## src/rtl/lidar_packet_ctrl.sv

```systemverilog
// LiDAR packet framing controller: locks onto the 376-bit packet cadence,
// strobes capture of each packet and hands it off over valid/ready.
module lidar_packet_ctrl #(
   parameter int PKT_BITS     = 376,
   parameter int TIMEOUT_CLKS = 4096,
   parameter int CNT_W        = 9,
   parameter int STAT_W       = 8
) (
   input  logic              clk,
   input  logic              reset,
   input  logic              bit_tick,
   input  logic              hdr_match,
   input  logic              pkt_ready,
   output logic              capture,
   output logic              pkt_valid,
   output logic              locked,
   output logic              overrun,
   output logic [STAT_W-1:0] drop_count,
   output logic [STAT_W-1:0] sync_loss_count,
   output logic [CNT_W-1:0]  bit_cnt
);

   localparam int IDLE_W = $clog2(TIMEOUT_CLKS + 1);

   typedef enum logic {
      S_HUNT   = 1'b0,
      S_LOCKED = 1'b1
   } state_t;

   state_t            r_state;
   logic              r_eval;
   logic              r_capture;
   logic              r_valid;
   logic              r_overrun;
   logic [STAT_W-1:0] r_drop;
   logic [STAT_W-1:0] r_sync;
   logic [CNT_W-1:0]  r_bit_cnt;
   logic [IDLE_W-1:0] r_idle;

   logic w_last;
   logic w_bnd;
   logic w_xfer;
   logic w_timeout;

   assign w_last    = (r_bit_cnt == CNT_W'(PKT_BITS - 1));
   assign w_xfer    = r_valid && pkt_ready;
   assign w_timeout = (r_state == S_LOCKED) &&
                      (r_idle == IDLE_W'(TIMEOUT_CLKS));

   // A header only counts in HUNT or exactly at the expected packet edge
   assign w_bnd = r_eval && hdr_match &&
                  ((r_state == S_HUNT) || w_last);

   always_ff @(posedge clk) begin
      if (reset) begin
         r_state   <= S_HUNT;
         r_eval    <= 1'b0;
         r_capture <= 1'b0;
         r_valid   <= 1'b0;
         r_overrun <= 1'b0;
         r_drop    <= '0;
         r_sync    <= '0;
         r_bit_cnt <= '0;
         r_idle    <= '0;
      end else begin
         r_eval    <= bit_tick;
         r_capture <= 1'b0;
         r_overrun <= 1'b0;

         if (bit_tick)
            r_idle <= '0;
         else if (r_idle != IDLE_W'(TIMEOUT_CLKS))
            r_idle <= r_idle + IDLE_W'(1);

         if (w_bnd) begin
            r_state   <= S_LOCKED;
            r_bit_cnt <= '0;
            if (!r_valid || pkt_ready) begin
               r_capture <= 1'b1;
               r_valid   <= 1'b1;
            end else begin
               r_overrun <= 1'b1;
               if (r_drop != '1)
                  r_drop <= r_drop + STAT_W'(1);
            end
         end else begin
            if (w_xfer)
               r_valid <= 1'b0;
            if (r_state == S_LOCKED) begin
               if (w_timeout || (r_eval && w_last)) begin
                  r_state   <= S_HUNT;
                  r_bit_cnt <= '0;
                  if (r_sync != '1)
                     r_sync <= r_sync + STAT_W'(1);
               end else if (r_eval) begin
                  r_bit_cnt <= r_bit_cnt + CNT_W'(1);
               end
            end
         end
      end
   end

   assign capture         = r_capture;
   assign pkt_valid       = r_valid;
   assign locked          = (r_state == S_LOCKED);
   assign overrun         = r_overrun;
   assign drop_count      = r_drop;
   assign sync_loss_count = r_sync;
   assign bit_cnt         = r_bit_cnt;

endmodule

```

## config.mk

```make
export PLATFORM = sky130hd
export DESIGN_NAME = lidar_packet_ctrl
export DESIGN_NICKNAME = d
export VERILOG_FILES = /design/src/rtl/lidar_packet_ctrl.sv
export SDC_FILE = /design/constraint.sdc
export NUM_CORES = 1
export LEC_CHECK = 0
export BUFFER_PORTS_ARGS = -buffer_cell sky130_fd_sc_hd__buf_2
export CORE_MARGIN = 2
export CORE_UTILIZATION = 45
export CTS_CLUSTER_DIAMETER = 80
export DETAILED_ROUTE_END_ITERATION = 6
export HOLD_SLACK_MARGIN = 0.15
export PLACE_DENSITY = 0.67
export REMOVE_ABC_BUFFERS = 1
export SLEW_MARGIN = 0
export SYNTH_ARGS = -nofsm -noshare
export SYNTH_HDL_FRONTEND = slang
export SYNTH_SLANG_ARGS = --single-unit
export TNS_END_PERCENT = 20
```

## constraint.sdc

```tcl
create_clock -name clk -period 6.2 [get_ports clk]
set_input_delay 1.24 -clock clk [delete_from_list [all_inputs] [get_ports clk]]
set_output_delay 1.24 -clock clk [all_outputs]
set_load 0.03 [all_outputs]
```

==> After elaboration in Yosys (flattened, before gate mapping) <==
Cells that the tools add are included.
{ "classes": {"n_addsub": 4, "n_eq_ne": 6, "mux": 10, "bitwise_logic": 3, "reduce_logical": 18} }
{ "op_table": {"columns": ["operator", "count"], "rows": [
  ["$mux 9", 2],
  ["$add 8x1->8 const B", 2],
  ["$ne 8x8->1 const B", 2],
  ["$add 13x1->13 const B", 1],
  ["$eq 13x13->1 const B", 1],
  ["$ne 13x13->1 const B", 1],
  ["$add 9x1->9 const B", 1],
  ["$eq 9x9->1 const B", 1],
  ["$mux 1", 8],
  ["$reduce_or 2->1", 3],
  ["$logic_and 1x1->1", 5],
  ["$reduce_and 2->1", 2],
  ["$reduce_and 4->1", 1],
  ["$reduce_bool 2->1", 2],
  ["$logic_or 1x1->1", 3],
  ["$not 1->1", 3],
  ["$reduce_and 3->1", 1],
  ["$ne 2x1->1 const B", 1],
  ["$logic_not 1->1", 1]
]} }
{ "word_totals": {"regBits": 43, "input_bits": 5, "out_inout_bits": 29, "elab_cells": 50} }

==> Longest topological paths before layout <==
{ "logic_depth": {"ltp_word": 6, "mapped_depth": 8, "ltp_nobuf": 7} }

==> Worst setup path after synthesis <==
No wires, ideal clock.
{ "synth_timing": {"path_type": "input to register", "start": "input pkt_ready", "end": "register r_drop[3] (netlist: drop_count[3])", "setup_time_ps": 70, "arrival_time_ps": 2370, "required_time_ps": 6130, "path_slack_ps": 3760, "stages": 5, "n_path_buf": 1, "cell_sequence": "nand2b_1 or3_4 buf_2 or3_1 a21oi_1"} }
{ "synth_between": {"elab_chain_cells": 3} }
{ "synth_rtl": {"columns": ["element", "line", "rtl"], "rows": [
  ["start, declared", "13", "input logic pkt_ready,"],
  ["$logic_or 1x1->1", "78", "if (!r_valid || pkt_ready) begin"],
  ["$not 1->1 (no source line)", null, null],
  ["$reduce_and 3->1 (no source line)", null, null],
  ["end signal, assigned", "84", "r_drop <= r_drop + STAT_W'(1);"],
  ["end, declared", "35", "logic [STAT_W-1:0] r_drop;"]
]} }
Every way passes these cells.
A chain may end at the register's enable or synchronous reset.

==> Final worst setup path <==
{ "layout_timing": {"start": "input hdr_match", "end": "register r_bit_cnt[3] (netlist: bit_cnt[3])"} }
{ "layout_between": {"elab_chain_cells": 3} }
{ "layout_rtl": {"columns": ["element", "line", "rtl"], "rows": [
  ["start, declared", "12", "input logic hdr_match,"],
  ["$logic_and 1x1->1 (2 in series)", "51", "assign w_bnd = r_eval && hdr_match &&"],
  ["$reduce_or 2->1 (no source line)", null, null],
  ["end signal, assigned", "96", "r_bit_cnt <= r_bit_cnt + CNT_W'(1);"],
  ["end, declared", "37", "logic [CNT_W-1:0] r_bit_cnt;"]
]} }
Every way passes these cells.

==> out/summary.txt <==
Top FF cell, synth: dfxtp_1
CORE AREA: 0.00472 mm²
DRC: 0
Die Ht: 74.1 µm
GPL Wtd Cong: 0.813
fillers: 443
critical path type: input pin to flop
CTS max path bufs: 2
initial DRC count: 96
post-synth top area cell: dfxtp_1
maxcap violations: 0
I/O Pins: 34
library cells used by synthesis: 55
Area contributors post-synth: dfxtp_1 39%, nor2_1 4.1%, a21oi_1 3.9%
gr ovfl total: 0
I/O Buffers: 33
cts repair resizes: 0
Via Count: 1,921
Hold Buf Count CTS: 0
DP Area: 0.00241 mm²
H-tree levels: 2
Sw Pwr: 112 µW
largest net degree at the start of global routing: 26
standard-cell rows: 25
register area share after synthesis: 39.0%
worst clock skew: 0.00502 ns
most frequent cells in the layout: 43 x dfxtp_1, 33 x buf_2, 24 x nor2_1
first-pass GRT wire length: 7660 µm
Die X: 74.1 µm
Clock Sinks: 43
CTS tree: done
Final Setup Violations: 0
internal power: 386 µW
Max VDD drop: 0.114 mV
Worst Tran Pin Value: 0.810 ns
vias per inst: 5.52
Layout Nets: 290
Syn Inst Count: 248
final total negative setup slack: 0 ns
Hold Fails Final Rpt: 0
Worst-Skew Late Latency: 0.29 ns
Root Buffer: clkbuf_8
status: completed
RSZ-0062 raised after global routing: false
Yosys warnings: 0
fin crit period: 2.45 ns
Post-Layout Inst Area: 0.00251 mm²
Crit Path Max Fanout: 6
startpoint types: input pin
Pwr Density: 199 mW/mm²
Layout area overhead: 13.5%
multi-input logic area: 0.00127 mm²
clock power share: 39.6%
worst path required time: 6.39 ns
Fmax: 408 MHz
DIE AREA: 0.00548 mm²
EDFF count, synth: 0
part of the cycle the worst path needs: 39.6%
Ant. Diodes: 0
final WL: 4640 µm
combinational power share: 4.2%
ys async rst share: 0%
#FFs+latches synth: 43
Post-CTS Setup Repair Bufs: 0
Power Total: 498 µW
LEAKAGE: 0.000946 µW
WL/cell: 13.3 µm
Pre-antenna DRT Iters: 4
sequential share of power: 56.3%
Worst-path clk slew: 0.08 ns
most common cell after layout, fill and taps aside: dfxtp_1
Slew Limit Fails: 0
Synth Cell Area: 0.00221 mm²
TritonCTS buffer count: 5
Storage cell area: 861 µm²
slew margin rel.: 45.4%
Initial Utilization: 46.8%
hpwl dp: 3280 µm
gr usage total: 17.6%
antenna viol nets, final: 0
top cell type's share of synthesized area: 39.0%
Hold WC Path Type: flop to flop
Net Sw Frac: 22.4%
Worst setup EP type: flop
Post-Syn Area per Cell: 8.90 µm²
crit path DAT: 2.64 ns
initial antenna violation count: 0
fraction of layout cells with a size suffix above 1: 20.6%
vias in the first global route: 1,690
-- power by group through the flow --
stage | clock network (µW) | registers (µW) | logic, µW
after detailed placement | 0 | 287 | 21.0
after CTS | 202 | 280 | 21.2
final | 197 | 280 | 20.9
after floorplan | 0 | 288 | 11.2
after global placement | 0 | 287 | 20.7
after global routing | 210 | 281 | 23.3
-- cell families after synthesis --
family	Yosys count	synth area share, %
AO/OA/AOI/OAI	60	19.3
XOR/XNOR	8	3.17
adder cells (fa/ha/maj)	5	2.83
buffers and inverters	16	3.68
flip-flops	43	39.0
multiplexers	6	2.83
AND/OR/NAND/NOR	110	29.2
-- Yosys cell counts, types with 2 or more instances --
library cell	number
a32o_1	4
xnor2_1	2
nor2_1	24
or2_2	4
mux2i_1	4
buf_6	2
a21oi_1	17
clkbuf_1	3
nand3_1	10
buf_2	2
nor3_1	4
and2_1	3
o31ai_1	6
dfxtp_1	43
and3_1	6
or4_1	6
inv_1	8
or3_1	8
a31o_2	2
o21ai_0	15
mux2_2	2
nor2b_1	7
nand4_1	5
ha_1	5
nand2_1	18
nor4_1	3
xor2_1	6
nor4b_4	2
-- worst paths after layout --
| kind | from | endpoint | slack (ns) | cells after the start |
|---|---|---|---|---|
| setup / recovery | hdr_match | bit_cnt[3] | 3.75 | 5 |
| hold / removal | drop_count[1] | drop_count[1] | 0.51 | 2 |
| setup reg to reg | r_idle[0] | sync_loss_count[7] | 3.83 | 7 |
| hold reg to reg | drop_count[1] | drop_count[1] | 0.51 | 2 |
-- area by class of cell --
cell class	instances	area share (%)
Multi-Input combinational cell	189	50.5
Sequential cell	43	34.3
Timing Repair Buffer	33	6.59
Clock buffer	8	3.99
Tap cell	67	3.34
Inverter	8	1.20
-- critical path: stages --
cell and delay (ns):
buf_2 0.10, nand2_1 0.12, o21ai_0 0.68, nor3_1 0.22, a32o_1 0.27
-- per-stage QoR --
step                utilization (%)  hold WS [ns]  setup WS [ns]  instances
floorplan                         -         0.480           3.71        240
global placement               50.9         0.487           3.50        340
detailed placement             50.9         0.493           3.48        340
CTS                            53.1         0.507           3.78        348
global route                   53.1         0.529           3.63        348
finish                         53.1         0.508           3.75        348
-- state kept, by name, summed over array words and instances, names as in the netlist --
name and cells:
bit_cnt 9, drop_count 8, locked 1, sync_loss_count 8, capture 1, pkt_valid 1, overrun 1, r_eval 1
r_idle 13
-- layer usage --
layer / track usage [%] / vias to the layer above / routed length, µm
met2: 28.3 / 41 / 2100
li1: - / 988 / -
met1: 23.4 / 888 / 2290
met5: 0 / - / 0
met4: 7.27 / 0 / 50
met3: 3.12 / 4 / 193
Power figures use the tool's default switching activity.
